**src/rtl/pkt_switch_pkg.sv**
```systemverilog
// pkt_switch_pkg: shared types for the packet switch (ingress FSM states, FIFO entry)
package pkt_switch_pkg;

    // Widest supported data word; narrower DATA_W values zero-extend into the entry
    localparam int MAX_DATA_W = 64;

    typedef enum logic [1:0] {
        ST_IDLE,
        ST_PKT,
        ST_DROP
    } ing_state_e;

    typedef struct packed {
        logic [MAX_DATA_W-1:0] data;
        logic                  sop;
        logic                  eop;
    } fifo_entry_t;

endpackage

```
**src/rtl/pkt_fifo.sv**
```systemverilog
// pkt_fifo: show-ahead ingress FIFO; a write into a full FIFO is taken when a pop frees a slot in the same cycle
module pkt_fifo
    import pkt_switch_pkg::*;
#(
    parameter  int DEPTH = 16,
    localparam int AW    = $clog2(DEPTH)
) (
    input  logic        clk,
    input  logic        resetN,
    input  logic        wr_en,
    input  fifo_entry_t wr_data,
    input  logic        rd_en,
    output fifo_entry_t rd_data,
    output logic [AW:0] count,
    output logic        full,
    output logic        empty
);

    fifo_entry_t   mem_q [DEPTH];
    logic [AW-1:0] wr_ptr_q, wr_ptr_d, rd_ptr_q, rd_ptr_d;
    logic [AW:0]   count_q, count_d;
    logic          do_wr, do_rd;

    // Pointer and occupancy update; pointers wrap naturally at DEPTH
    always_comb begin
        do_rd    = rd_en && count_q != '0;
        do_wr    = wr_en && (count_q != (AW+1)'(DEPTH) || do_rd);
        wr_ptr_d = wr_ptr_q + AW'(do_wr);
        rd_ptr_d = rd_ptr_q + AW'(do_rd);
        count_d  = count_q + (AW+1)'(do_wr) - (AW+1)'(do_rd);
    end

    // Pointer and count registers
    always_ff @(posedge clk or negedge resetN) begin
        if (!resetN) begin
            wr_ptr_q <= '0;
            rd_ptr_q <= '0;
            count_q  <= '0;
        end else begin
            wr_ptr_q <= wr_ptr_d;
            rd_ptr_q <= rd_ptr_d;
            count_q  <= count_d;
        end
    end

    // Storage needs no reset: only entries covered by count are ever consumed
    always_ff @(posedge clk) begin
        if (do_wr) mem_q[wr_ptr_q] <= wr_data;
    end

    assign rd_data = mem_q[rd_ptr_q];
    assign count   = count_q;
    assign full    = count_q == (AW+1)'(DEPTH);
    assign empty   = count_q == '0;

endmodule

```
**src/rtl/pkt_switch_np.sv**
```systemverilog
// pkt_switch_np: NUM_PORTS x NUM_PORTS packet switch with per-input FIFOs and per-output round-robin, packet-locked arbitration.
// Define SWITCH_STATS_EN to add per-egress transmitted-packet counters on outPktCnt.
module pkt_switch_np
    import pkt_switch_pkg::*;
#(
    parameter int NUM_PORTS  = 4,
    parameter int DATA_W     = 32,
    parameter int FIFO_DEPTH = 16,
    parameter int DEST_LSB   = 0
) (
    input  logic                             clk,
    input  logic                             resetN,
    input  logic [NUM_PORTS-1:0][DATA_W-1:0] inData,
    input  logic [NUM_PORTS-1:0]             inValid,
    input  logic [NUM_PORTS-1:0]             inSop,
    input  logic [NUM_PORTS-1:0]             inEop,
    output logic [NUM_PORTS-1:0]             inStall,
    output logic [NUM_PORTS-1:0][DATA_W-1:0] outData,
    output logic [NUM_PORTS-1:0]             outValid,
    output logic [NUM_PORTS-1:0]             outSop,
    output logic [NUM_PORTS-1:0]             outEop,
    input  logic [NUM_PORTS-1:0]             portStall,
    output logic [NUM_PORTS-1:0]             errFrame,
    output logic [NUM_PORTS-1:0]             errDest,
    output logic [NUM_PORTS-1:0]             errOvf
`ifdef SWITCH_STATS_EN
    ,output logic [NUM_PORTS-1:0][31:0]      outPktCnt
`endif
);

    localparam int PW = $clog2(NUM_PORTS);
    // One guard bit above the port index so out-of-range destinations are visible for power-of-two NUM_PORTS
    localparam int DW = PW + 1;
    localparam int AW = $clog2(FIFO_DEPTH);

    ing_state_e                       st_q [NUM_PORTS], st_d [NUM_PORTS];
    fifo_entry_t                      wr_ent [NUM_PORTS], head [NUM_PORTS];
    logic [AW:0]                      count [NUM_PORTS];
    logic [NUM_PORTS-1:0]             wr_en, pop, full, empty, unused_hi;
    logic [NUM_PORTS-1:0]             err_frame_q, err_frame_d, err_dest_q, err_dest_d, err_ovf_q, err_ovf_d;
    logic [NUM_PORTS-1:0]             lock_q, lock_d;
    logic [PW-1:0]                    owner_q [NUM_PORTS], owner_d [NUM_PORTS];
    logic [PW-1:0]                    rr_q [NUM_PORTS], rr_d [NUM_PORTS];
    logic [NUM_PORTS-1:0][DATA_W-1:0] o_data_q, o_data_d;
    logic [NUM_PORTS-1:0]             o_valid_q, o_valid_d, o_sop_q, o_sop_d, o_eop_q, o_eop_d;
    logic [PW-1:0]                    src, idx;
    logic                             take;
`ifdef SWITCH_STATS_EN
    logic [NUM_PORTS-1:0][31:0]       cnt_q, cnt_d;
`endif

    for (genvar i = 0; i < NUM_PORTS; i++) begin : g_fifo
        pkt_fifo #(.DEPTH(FIFO_DEPTH)) u_fifo (
            .clk     (clk),
            .resetN  (resetN),
            .wr_en   (wr_en[i]),
            .wr_data (wr_ent[i]),
            .rd_en   (pop[i]),
            .rd_data (head[i]),
            .count   (count[i]),
            .full    (full[i]),
            .empty   (empty[i])
        );
        assign inStall[i]   = count[i] >= (AW+1)'(FIFO_DEPTH - 1);
        assign unused_hi[i] = ^(head[i].data >> DATA_W);
    end

    // Ingress framing FSMs: decide which words enter the FIFO and flag framing, destination and overflow errors
    always_comb begin
        for (int i = 0; i < NUM_PORTS; i++) begin
            st_d[i]        = st_q[i];
            wr_en[i]       = 1'b0;
            err_frame_d[i] = 1'b0;
            err_dest_d[i]  = 1'b0;
            wr_ent[i]      = '{data: MAX_DATA_W'(inData[i]), sop: st_q[i] == ST_IDLE, eop: inEop[i]};
            if (inValid[i]) begin
                case (st_q[i])
                    ST_IDLE: begin
                        if (!inSop[i]) begin
                            err_frame_d[i] = 1'b1;
                        end else if (int'(inData[i][DEST_LSB +: DW]) >= NUM_PORTS) begin
                            err_dest_d[i] = 1'b1;
                            st_d[i]       = inEop[i] ? ST_IDLE : ST_DROP;
                        end else begin
                            wr_en[i] = 1'b1;
                            st_d[i]  = inEop[i] ? ST_IDLE : ST_PKT;
                        end
                    end
                    ST_PKT: begin
                        wr_en[i]       = 1'b1;
                        err_frame_d[i] = inSop[i];
                        st_d[i]        = inEop[i] ? ST_IDLE : ST_PKT;
                    end
                    default: st_d[i] = inEop[i] ? ST_IDLE : ST_DROP;
                endcase
            end
            err_ovf_d[i] = wr_en[i] && full[i] && !pop[i];
        end
    end

    // Egress arbitration: locked ports drain their owner, free ports grant round-robin from rr onward
    always_comb begin
        pop       = '0;
        lock_d    = lock_q;
        owner_d   = owner_q;
        rr_d      = rr_q;
        o_data_d  = o_data_q;
        o_valid_d = o_valid_q;
        o_sop_d   = o_sop_q;
        o_eop_d   = o_eop_q;
        src       = '0;
        idx       = '0;
        take      = 1'b0;
`ifdef SWITCH_STATS_EN
        cnt_d     = cnt_q;
`endif
        for (int p = 0; p < NUM_PORTS; p++) begin
            src  = owner_q[p];
            take = lock_q[p] && !empty[owner_q[p]];
            if (!portStall[p]) begin
                if (!lock_q[p]) begin
                    for (int k = NUM_PORTS - 1; k >= 0; k--) begin
                        idx = PW'((int'(rr_q[p]) + k) % NUM_PORTS);
                        if (!empty[idx] && head[idx].sop && head[idx].data[DEST_LSB +: PW] == PW'(p)) begin
                            src  = idx;
                            take = 1'b1;
                        end
                    end
                end
                o_valid_d[p] = take;
                o_sop_d[p]   = take && head[src].sop;
                o_eop_d[p]   = take && head[src].eop;
                if (take) begin
                    pop[src]    = 1'b1;
                    o_data_d[p] = head[src].data[DATA_W-1:0];
                    lock_d[p]   = !head[src].eop;
                    owner_d[p]  = src;
                    rr_d[p]     = lock_q[p] ? rr_q[p] : PW'((int'(src) + 1) % NUM_PORTS);
`ifdef SWITCH_STATS_EN
                    cnt_d[p]    = head[src].eop ? cnt_q[p] + 32'd1 : cnt_q[p];
`endif
                end
            end
        end
    end

    // Ingress state, arbitration state, error pulses and registered egress outputs
    always_ff @(posedge clk or negedge resetN) begin
        if (!resetN) begin
            st_q        <= '{default: ST_IDLE};
            owner_q     <= '{default: '0};
            rr_q        <= '{default: '0};
            lock_q      <= '0;
            o_data_q    <= '0;
            o_valid_q   <= '0;
            o_sop_q     <= '0;
            o_eop_q     <= '0;
            err_frame_q <= '0;
            err_dest_q  <= '0;
            err_ovf_q   <= '0;
`ifdef SWITCH_STATS_EN
            cnt_q       <= '0;
`endif
        end else begin
            st_q        <= st_d;
            owner_q     <= owner_d;
            rr_q        <= rr_d;
            lock_q      <= lock_d;
            o_data_q    <= o_data_d;
            o_valid_q   <= o_valid_d;
            o_sop_q     <= o_sop_d;
            o_eop_q     <= o_eop_d;
            err_frame_q <= err_frame_d;
            err_dest_q  <= err_dest_d;
            err_ovf_q   <= err_ovf_d;
`ifdef SWITCH_STATS_EN
            cnt_q       <= cnt_d;
`endif
        end
    end

    assign outData  = o_data_q;
    assign outValid = o_valid_q;
    assign outSop   = o_sop_q;
    assign outEop   = o_eop_q;
    assign errFrame = err_frame_q;
    assign errDest  = err_dest_q;
    assign errOvf   = err_ovf_q;
`ifdef SWITCH_STATS_EN
    assign outPktCnt = cnt_q;
`endif

endmodule

```
**config.mk**
```make
export PLATFORM = sky130hd
export DESIGN_NAME = pkt_switch_np
export DESIGN_NICKNAME = d
export VERILOG_FILES = /design/src/rtl/pkt_switch_pkg.sv /design/src/rtl/pkt_fifo.sv /design/src/rtl/pkt_switch_np.sv
export SDC_FILE = /design/constraint.sdc
export NUM_CORES = 2
export LEC_CHECK = 0
export ABC_CLOCK_PERIOD_IN_PS = 9300
export CAP_MARGIN = 15
export CORE_ASPECT_RATIO = 1.25
export CORE_MARGIN = 4
export CORE_UTILIZATION = 45
export CTS_BUF_LIST = sky130_fd_sc_hd__clkbuf_4
export DETAILED_ROUTE_END_ITERATION = 10
export PLACE_DENSITY = 0.65
export SLEW_MARGIN = 0
export SYNTH_ARGS = -nofsm -noshare
export SYNTH_HDL_FRONTEND = slang
export SYNTH_MEMORY_MAX_BITS = 65536
export SYNTH_SLANG_ARGS = --single-unit
```
**constraint.sdc**
```tcl
create_clock -name clk -period 9.3 [get_ports clk]
set_input_delay 1.86 -clock clk [delete_from_list [all_inputs] [get_ports clk]]
set_output_delay 1.86 -clock clk [all_outputs]
set_load 0.1 [all_outputs]
```
# Word-level counts from Yosys, hierarchy flattened
# Memories as Yosys holds them, arrays and structs flattened.
# Cells that the tools add are included.
[totals] regBits=232 mem_bits_rw=2176 inputBits=146 out_inout_bits=156 elab_cells=558 mem_count=4
[op_classes] addsub=32 order_cmp=56 n_eq_ne=28 mux=236 n_bitwise=31 reduce_logical=124
[mem_list] memory="g_fifo[0].u_fifo.mem_q" depth=16 word_bits=34 rd=1 rd_ports_with_merged_regs=0 wr=1 line_no="pkt_fifo.sv:19" source="fifo_entry_t mem_q [DEPTH];"
[mem_list] memory="g_fifo[1].u_fifo.mem_q" depth=16 word_bits=34 rd=1 rd_ports_with_merged_regs=0 wr=1 line_no="pkt_fifo.sv:19"
[mem_list] memory="g_fifo[2].u_fifo.mem_q" depth=16 word_bits=34 rd=1 rd_ports_with_merged_regs=0 wr=1 line_no="pkt_fifo.sv:19"
[mem_list] memory="g_fifo[3].u_fifo.mem_q" depth=16 word_bits=34 rd=1 rd_ports_with_merged_regs=0 wr=1 line_no="pkt_fifo.sv:19"
[op_table] operator="66-bit binary-select mux with 2-bit select" n=20
[op_table] operator="34-bit two-way mux" n=8
[op_table] operator="4-bit two-way mux" n=40
[op_table] operator="1-bit two-way mux" n=96
[op_table] operator="3-bit greater-or-equal comparator (second input constant)" n=24
[op_table] operator="2-bit by 3-bit < comparator with 1-bit output (second input constant)" n=24
[op_table] operator="2-bit two-way mux" n=36
[op_table] operator="1-bit logical AND" n=64
[op_table] operator="2-bit inverter with 3-bit output" n=20
[op_table] operator="1-bit binary-select mux with 2-bit select" n=20
[op_table] operator="4-bit by 1-bit adder with 4-bit output" n=8
[op_table] operator="1-bit zero test" n=28
[op_table] operator="5-bit by 1-bit adder with 5-bit output" n=4
[op_table] operator="5-bit equality test (second input constant)" n=4
[op_table] operator="5-bit by 4-bit greater-or-equal comparator with 1-bit output (second input constant)" n=4
[op_table] operator="5-bit zero test" n=4
[op_table] operator="5-bit inequality test (second input constant)" n=4
[op_table] operator="5-bit nonzero test" n=4
[op_table] operator="5-bit by 1-bit subtractor with 5-bit output" n=4
[op_table] operator="2-bit by 1-bit adder with 2-bit output (second input constant)" n=8
[op_table] operator="2-bit adder (second input constant)" n=8
[op_table] operator="2-bit by 1-bit equality test with 1-bit output (second input constant)" n=8
[op_table] operator="2-bit equality test (second input constant)" n=8
[op_table] operator="2-bit zero test" n=8
[op_table] operator="other kinds (10)" n=51

# Longest topological paths before layout
[depth] word_depth=33 depth_mapped=29 mapped_depth_nobuf=24

# Hierarchy
# A second synthesis with hierarchy kept.
[hier_totals] hier_cells=7876 hier_area_um2=172357.8
[by_module_without_submodules] module="pkt_fifo (g_fifo[0].u_fifo ...)" instances=3 cells_per_inst=1684 area_per_inst_um2=40133.5 seq_area_each_um2=32035.7
[by_module_without_submodules] module="pkt_fifo (g_fifo[1].u_fifo)" instances=1 cells_per_inst=1684 area_per_inst_um2=40146.0 seq_area_each_um2=32035.7
[by_module_without_submodules] module="pkt_switch_np" instances=1 cells_per_inst=1140 area_per_inst_um2=11811.3 seq_area_each_um2=4504.3

# Worst setup path after synthesis
# OpenSTA, ideal clock, no wires.
[synth_timing] path_type="flip-flop to flip-flop" start="register g_fifo[1].u_fifo.rd_ptr_q[0]" end="memory g_fifo[1].u_fifo.mem_q[1][0] (netlist bit), enable pin" setup_ps=510 t_arrival_ps=7043 required_time_ps=8790 path_slack_ps=1746 stages_incl_launch_ff=18 n_path_buf=5 synth_period_minus_slack_ps=7554 path_cell_list="dfrtp_1 buf_6 buf_6 mux4_2 nand3_1 nand4_4 or4_4 a222oi_1 nand4b_1 o21a_1 inv_1 buf_2 buf_1 ha_1 a222oi_1 a41o_1 buf_2 nor4_1"
[synth_between] elab_chain_len=32 elab_cells_between_ends=181 cone_classes="order compare: 8; eq/ne: 12; mux: 114; bitwise: 3; reduce/logical: 43; memory: 1"
[synth_rtl] element="start: declaration" line_no="pkt_fifo.sv:20" source="logic [AW-1:0] wr_ptr_q, wr_ptr_d, rd_ptr_q, rd_ptr_d;"
[synth_rtl] element="start signal: assignment" line_no="pkt_fifo.sv:41" source="rd_ptr_q <= rd_ptr_d;"
[synth_rtl] element="memory read 16 x 34 bit *"
[synth_rtl] element="66-bit binary-select mux with 2-bit select" line_no="pkt_switch_np.sv:124" source="if (!empty[idx] && head[idx].sop && head[idx].data[DEST_LSB +: PW] == PW'(p)) begin"
[synth_rtl] element="4-bit two-way mux (not written as such) (2 in a row)" line_no="pkt_switch_np.sv:124"
[synth_rtl] element="2-bit zero test or 1-bit logical AND (tied branches)" line_no="pkt_switch_np.sv:124"
[synth_rtl] element="1-bit logical AND" line_no="pkt_switch_np.sv:124"
[synth_rtl] element="2-bit two-way mux (4 in a row)" line_no="pkt_switch_np.sv:124"
[synth_rtl] element="2-bit two-way mux" line_no="pkt_switch_np.sv:121" source="if (!lock_q[p]) begin"
[synth_rtl] element="2-bit two-way mux" line_no="pkt_switch_np.sv:120" source="if (!portStall[p]) begin"
[synth_rtl] element="[12 not listed]"
[synth_rtl] element="4-bit OR (no source line)"
[synth_rtl] element="4-bit two-way mux" line_no="pkt_switch_np.sv:133" source="if (take) begin"
[synth_rtl] element="4-bit two-way mux *" line_no="pkt_switch_np.sv:120"
[synth_rtl] element="1-bit logical AND *" line_no="pkt_fifo.sv:26" source="do_rd = rd_en && count_q != '0;"
[synth_rtl] element="1-bit logical OR *" line_no="pkt_fifo.sv:27" source="do_wr = wr_en && (count_q != (AW+1)'(DEPTH) || do_rd);"
[synth_rtl] element="1-bit logical AND *" line_no="pkt_fifo.sv:27"
[synth_rtl] element="1-bit two-way mux *" line_no="pkt_fifo.sv:48" source="if (do_wr) mem_q[wr_ptr_q] <= wr_data;"
[synth_rtl] element="1-bit two-way mux (not written as such) *" line_no="pkt_fifo.sv:48"
[synth_rtl] element="end: declaration" line_no="pkt_fifo.sv:19"
# Every way passes the cells marked *; elsewhere a longest branch is shown, timed or not. The select of a mux whose other input is x is not followed.

# Final worst setup path
[layout_timing] start="register g_fifo[3].u_fifo.rd_ptr_q[0]" end="register g_fifo[1].u_fifo.count_q[4]"
[layout_between] elab_chain_len=32 elab_cells_between_ends=181 cone_classes="add/sub: 2; order compare: 8; eq/ne: 12; mux: 112; bitwise: 3; reduce/logical: 43; memory: 1"
[layout_rtl] element="start: declaration" line_no="pkt_fifo.sv:20"
[layout_rtl] element="start signal: assignment" line_no="pkt_fifo.sv:41"
[layout_rtl] element="memory read 16 x 34 bit *"
[layout_rtl] element="66-bit binary-select mux with 2-bit select" line_no="pkt_switch_np.sv:124"
[layout_rtl] element="4-bit two-way mux (not written as such) (2 in a row)" line_no="pkt_switch_np.sv:124"
[layout_rtl] element="2-bit zero test or 1-bit logical AND (tied branches)" line_no="pkt_switch_np.sv:124"
[layout_rtl] element="1-bit logical AND" line_no="pkt_switch_np.sv:124"
[layout_rtl] element="2-bit two-way mux (4 in a row)" line_no="pkt_switch_np.sv:124"
[layout_rtl] element="2-bit two-way mux" line_no="pkt_switch_np.sv:121"
[layout_rtl] element="2-bit two-way mux" line_no="pkt_switch_np.sv:120"
[layout_rtl] element="[13 not listed]"
[layout_rtl] element="4-bit two-way mux" line_no="pkt_switch_np.sv:133"
[layout_rtl] element="4-bit two-way mux *" line_no="pkt_switch_np.sv:120"
[layout_rtl] element="1-bit logical AND *" line_no="pkt_fifo.sv:26"
[layout_rtl] element="1-bit logical OR" line_no="pkt_fifo.sv:27"
[layout_rtl] element="1-bit logical AND" line_no="pkt_fifo.sv:27"
[layout_rtl] element="5-bit by 1-bit adder with 5-bit output" line_no="pkt_fifo.sv:30" source="count_d = count_q + (AW+1)'(do_wr) - (AW+1)'(do_rd);"
[layout_rtl] element="5-bit by 1-bit subtractor with 5-bit output *" line_no="pkt_fifo.sv:30"
[layout_rtl] element="net g_fifo[1].u_fifo.count_d[4]" line_no="pkt_fifo.sv:21" source="logic [AW:0] count_q, count_d;"
[layout_rtl] element="end signal: assignment" line_no="pkt_fifo.sv:42" source="count_q <= count_d;"
[layout_rtl] element="end: declaration" line_no="pkt_fifo.sv:21"
# Mark *: on every way through the listed nets, which the timed path passes. The rest lies on a longest branch. The select of a mux whose other input is x is not followed.
# A chain may end at the register's enable or synchronous reset.

==> impl_metrics.env <==
export IMPL_postRouteAntennaNets=0
export IMPL_core_rowCount=191
export IMPL_grt_pass1_wl_um=406000
export IMPL_post_place_ws_ps=1409
export IMPL_synth_top_cell_area_share_pct=66.31
export IMPL_ys_flop_type="edfxtp_1"
export IMPL_drt_pass1_iterations=6
export IMPL_worst_pin_slew_ps=1262
export IMPL_hold_buffers=0
export IMPL_post_cts_buffers=0
export IMPL_drt_iter0_drc=5297
export IMPL_drv_slew=0
export IMPL_yosys_area_top_type="edfxtp_1"
export IMPL_cts_buffer_depth=4
export IMPL_fmax_mhz=126.0
export IMPL_synthToLayoutAreaGrowth_pct=14.49
export IMPL_async_flop_share_pct=9.635
export IMPL_synth_distinct_cells=102
export IMPL_cp_arrival_ps=9150
export IMPL_synth_nets=5887
export IMPL_syn_area_um2=98540
export IMPL_clk_latency_ps=1310
export IMPL_clkTransAtPathRegs_ps=60
export IMPL_grt_usage_pct=24.69
export IMPL_die_w_um=426.6
export IMPL_final_hold_viol_count=0
export IMPL_post_dp_cell_area_um2=105200
export IMPL_sw_frac_of_total_pct=43.86
export IMPL_ys_seq_area_share_pct=72.20
export IMPL_vias_per_cell=5.928
export IMPL_synthTopCellsByArea="edfxtp_1, mux4_2, mux2i_1"
export IMPL_p_leak_nw=39.16
export IMPL_worstPathRequired_ps=10510
export IMPL_status="completed"
export IMPL_slew_headroom_pct=15.57
export IMPL_combPwrFrac_pct=44.7
export IMPL_wl_per_cell_um=29.10
export IMPL_drc=0
export IMPL_power_frac_seq_pct=34.2
export IMPL_grt_max_degree=150
export IMPL_power_mw=41.70
export IMPL_cts_tree="yes"
export IMPL_synth_edf_count=2176
export IMPL_cts_sinks=2408
export IMPL_hpwl_um=180600
export IMPL_cts_buffers_inserted=593
export IMPL_grt_overflow=0
export IMPL_powerDensity_nw_per_um2=369.6
export IMPL_drv_cap=0
export IMPL_final_cell_area_um2=112800
export IMPL_ys_warn_count=0
export IMPL_hold_slack_ps=485.1
export IMPL_place_congestion=0.9251
export IMPL_initial_utilization_pct=45.36
export IMPL_cp_end_kind="flip-flop"
export IMPL_dp_cells=8675
export IMPL_die_y_um=531.2
export IMPL_grt_pass1_vias=58630
export IMPL_antenna_found_initial=27
export IMPL_h_tree_depth=6
export IMPL_synth_seq_cells=2408
export IMPL_intPower_mw=23.41
export IMPL_coreArea_um2=217200
export IMPL_p_switching_mw=18.29
export IMPL_wirelength_um=282800
export IMPL_min_path_type="flip-flop to flip-flop"
export IMPL_tns_ps=0
export IMPL_start_kind="flip-flop"
export IMPL_timing_final_crit_share_pct=85.35
export IMPL_syn_inst=5678
export IMPL_drive_gt1_share_pct=24.02
export IMPL_vias=57600
export IMPL_ios=302
export IMPL_cts_resized=0
export IMPL_ir_worst_vdd_mv=0.3734
export IMPL_layout_nets=6585
export IMPL_worstSetupPathType="flip-flop to flip-flop"
export IMPL_die_area_um2=226600
export IMPL_skew_ps=156.0
export IMPL_setup_slack_ps=1362
export IMPL_crit_path_max_fanout=69
export IMPL_final_core_util_pct=51.93
export IMPL_avgSynthCellArea_um2=17.36
export IMPL_setup_viol=0
export IMPL_stdcell_count=9718
export IMPL_cts_root_buf="clkbuf_4"
export IMPL_clkPwrFrac_pct=21.1
export IMPL_period_needed_ps=7938
export IMPL_rsz0062_at_grt="no"
export IMPL_port_buffers=301
-- final timing paths --
kind	endpoint	startpoint	depth (start not counted)	slack (ps)
min	outValid[2]	outValid[2]	2	490
min reg2reg	outValid[2]	outValid[2]	2	490
max	g_fifo[1].u_fifo.count[4]	g_fifo[3].u_fifo.rd_ptr_q[0]	19	1360
min in group asynchronous	g_fifo[1].u_fifo.wr_ptr_q[2]	resetN	1	580
max reg2reg	g_fifo[1].u_fifo.count[4]	g_fifo[3].u_fifo.rd_ptr_q[0]	19	1360
max in group asynchronous	g_fifo[0].u_fifo.rd_ptr_q[1]	resetN	2	7070
-- worst max-delay path, stage by stage (launching register included) --
cell and delay, ps:
dfrtp_4 920, buf_4 830, nand2b_1 200, o22ai_1 110
nor4_2 630, o211a_1 360, a222oi_1 160, nand4b_1 160
o21a_4 730, inv_1 140, ha_1 230, a222oi_1 850
a41o_1 980, inv_1 160, ha_1 290, fa_1 440
a21oi_1 160, nor2_1 60, nor2_1 120, xnor2_1 130
-- layout make-up --
class	instances	area (µm²)
antenna	15	37.54
clock buffer	851	6389
clock inverter	176	1146
fill	17650	104400
inverter	64	240.2
multi-input combinational	2862	26130
sequential	2408	71190
tap	2895	3622
timing repair buffer	447	4065
-- Yosys cell counts (all sizes together), types with 5 or more instances --
cell type     n
or4           5
nor4         37
nand3        34
or2           5
inv          63
a2111oi       6
mux4        289
a22oi       167
o211ai       12
a211o         7
and3          9
and2         12
nor3b        30
buf         137
nor3         78
clkbuf      207
o221ai       57
xor2         18
o22ai        39
a211oi       12
xnor2        18
mux2i       595
nand2       283
o21ai       299
nor2        139
nand2b       31
a221oi      190
a21oi       135
mux2        121
edfxtp     2176
and4          6
o21a          7
a21o          7
ha           59
nand4        21
nor2b        24
dfrtp       232
o21bai       34
a31oi         5
-- sequential cells by signal, indices dropped and copies added (netlist names) --
signal and count:
outEop 4, g_fifo.u_fifo.count 20, g_fifo.u_fifo.mem_q 2176, errOvf 4, g_fifo.u_fifo.wr_ptr_q 16, rr_q 8, outData 128, errDest 4
owner_q 8, lock_q 4, g_fifo.u_fifo.rd_ptr_q 16, outSop 4, errFrame 4, st_q 8, outValid 4
-- power groups by stage --
stage          sequential, mW  combinational (mW)  clock [mW]
2_1_floorplan            15.5                10.9           0
3_3_place_gp             14.5                18.2           0
3_5_place_dp             14.5                18.5           0
4_1_cts                  14.3                18.5        9.01
5_1_grt                  14.3                19.6        9.61
6_report                 14.3                18.6        8.80
-- metal layers --
layer / share of wire (%) / GRT usage (%) / vias up
met3: 8.3 / 6.298 / 557
met1: 37 / 29.97 / 29670
met2: 48 / 39.83 / 2557
li1: - / - / 24790
met4: 6.7 / 14.98 / 24
met5: 0.063 / 0 / -
-- cells in the final DEF, fill, tap and decap left out, drive strengths merged, types with 121 or more instances in the layout --
master            n
a21oi           135
a221oi          190
a22oi           167
buf             173
clkbuf          851
clkdlybuf4s50   274
clkinv          139
dfrtp           232
edfxtp         2176
mux2            121
mux2i           595
mux4            289
nand2           283
nor2            139
o21ai           299
-- cell families after synthesis --
kind of cell | Yosys count | share of synthesized area (%)
compound gates | 1030 | 7.233
flops | 2408 | 72.20
fa+ha+maj | 63 | 0.8304
buf+inv | 408 | 1.770
xor+xnor | 36 | 0.3200
mux | 1005 | 14.03
simple gates | 728 | 3.616
No activity file was read; power rests on OpenSTA's default activity.
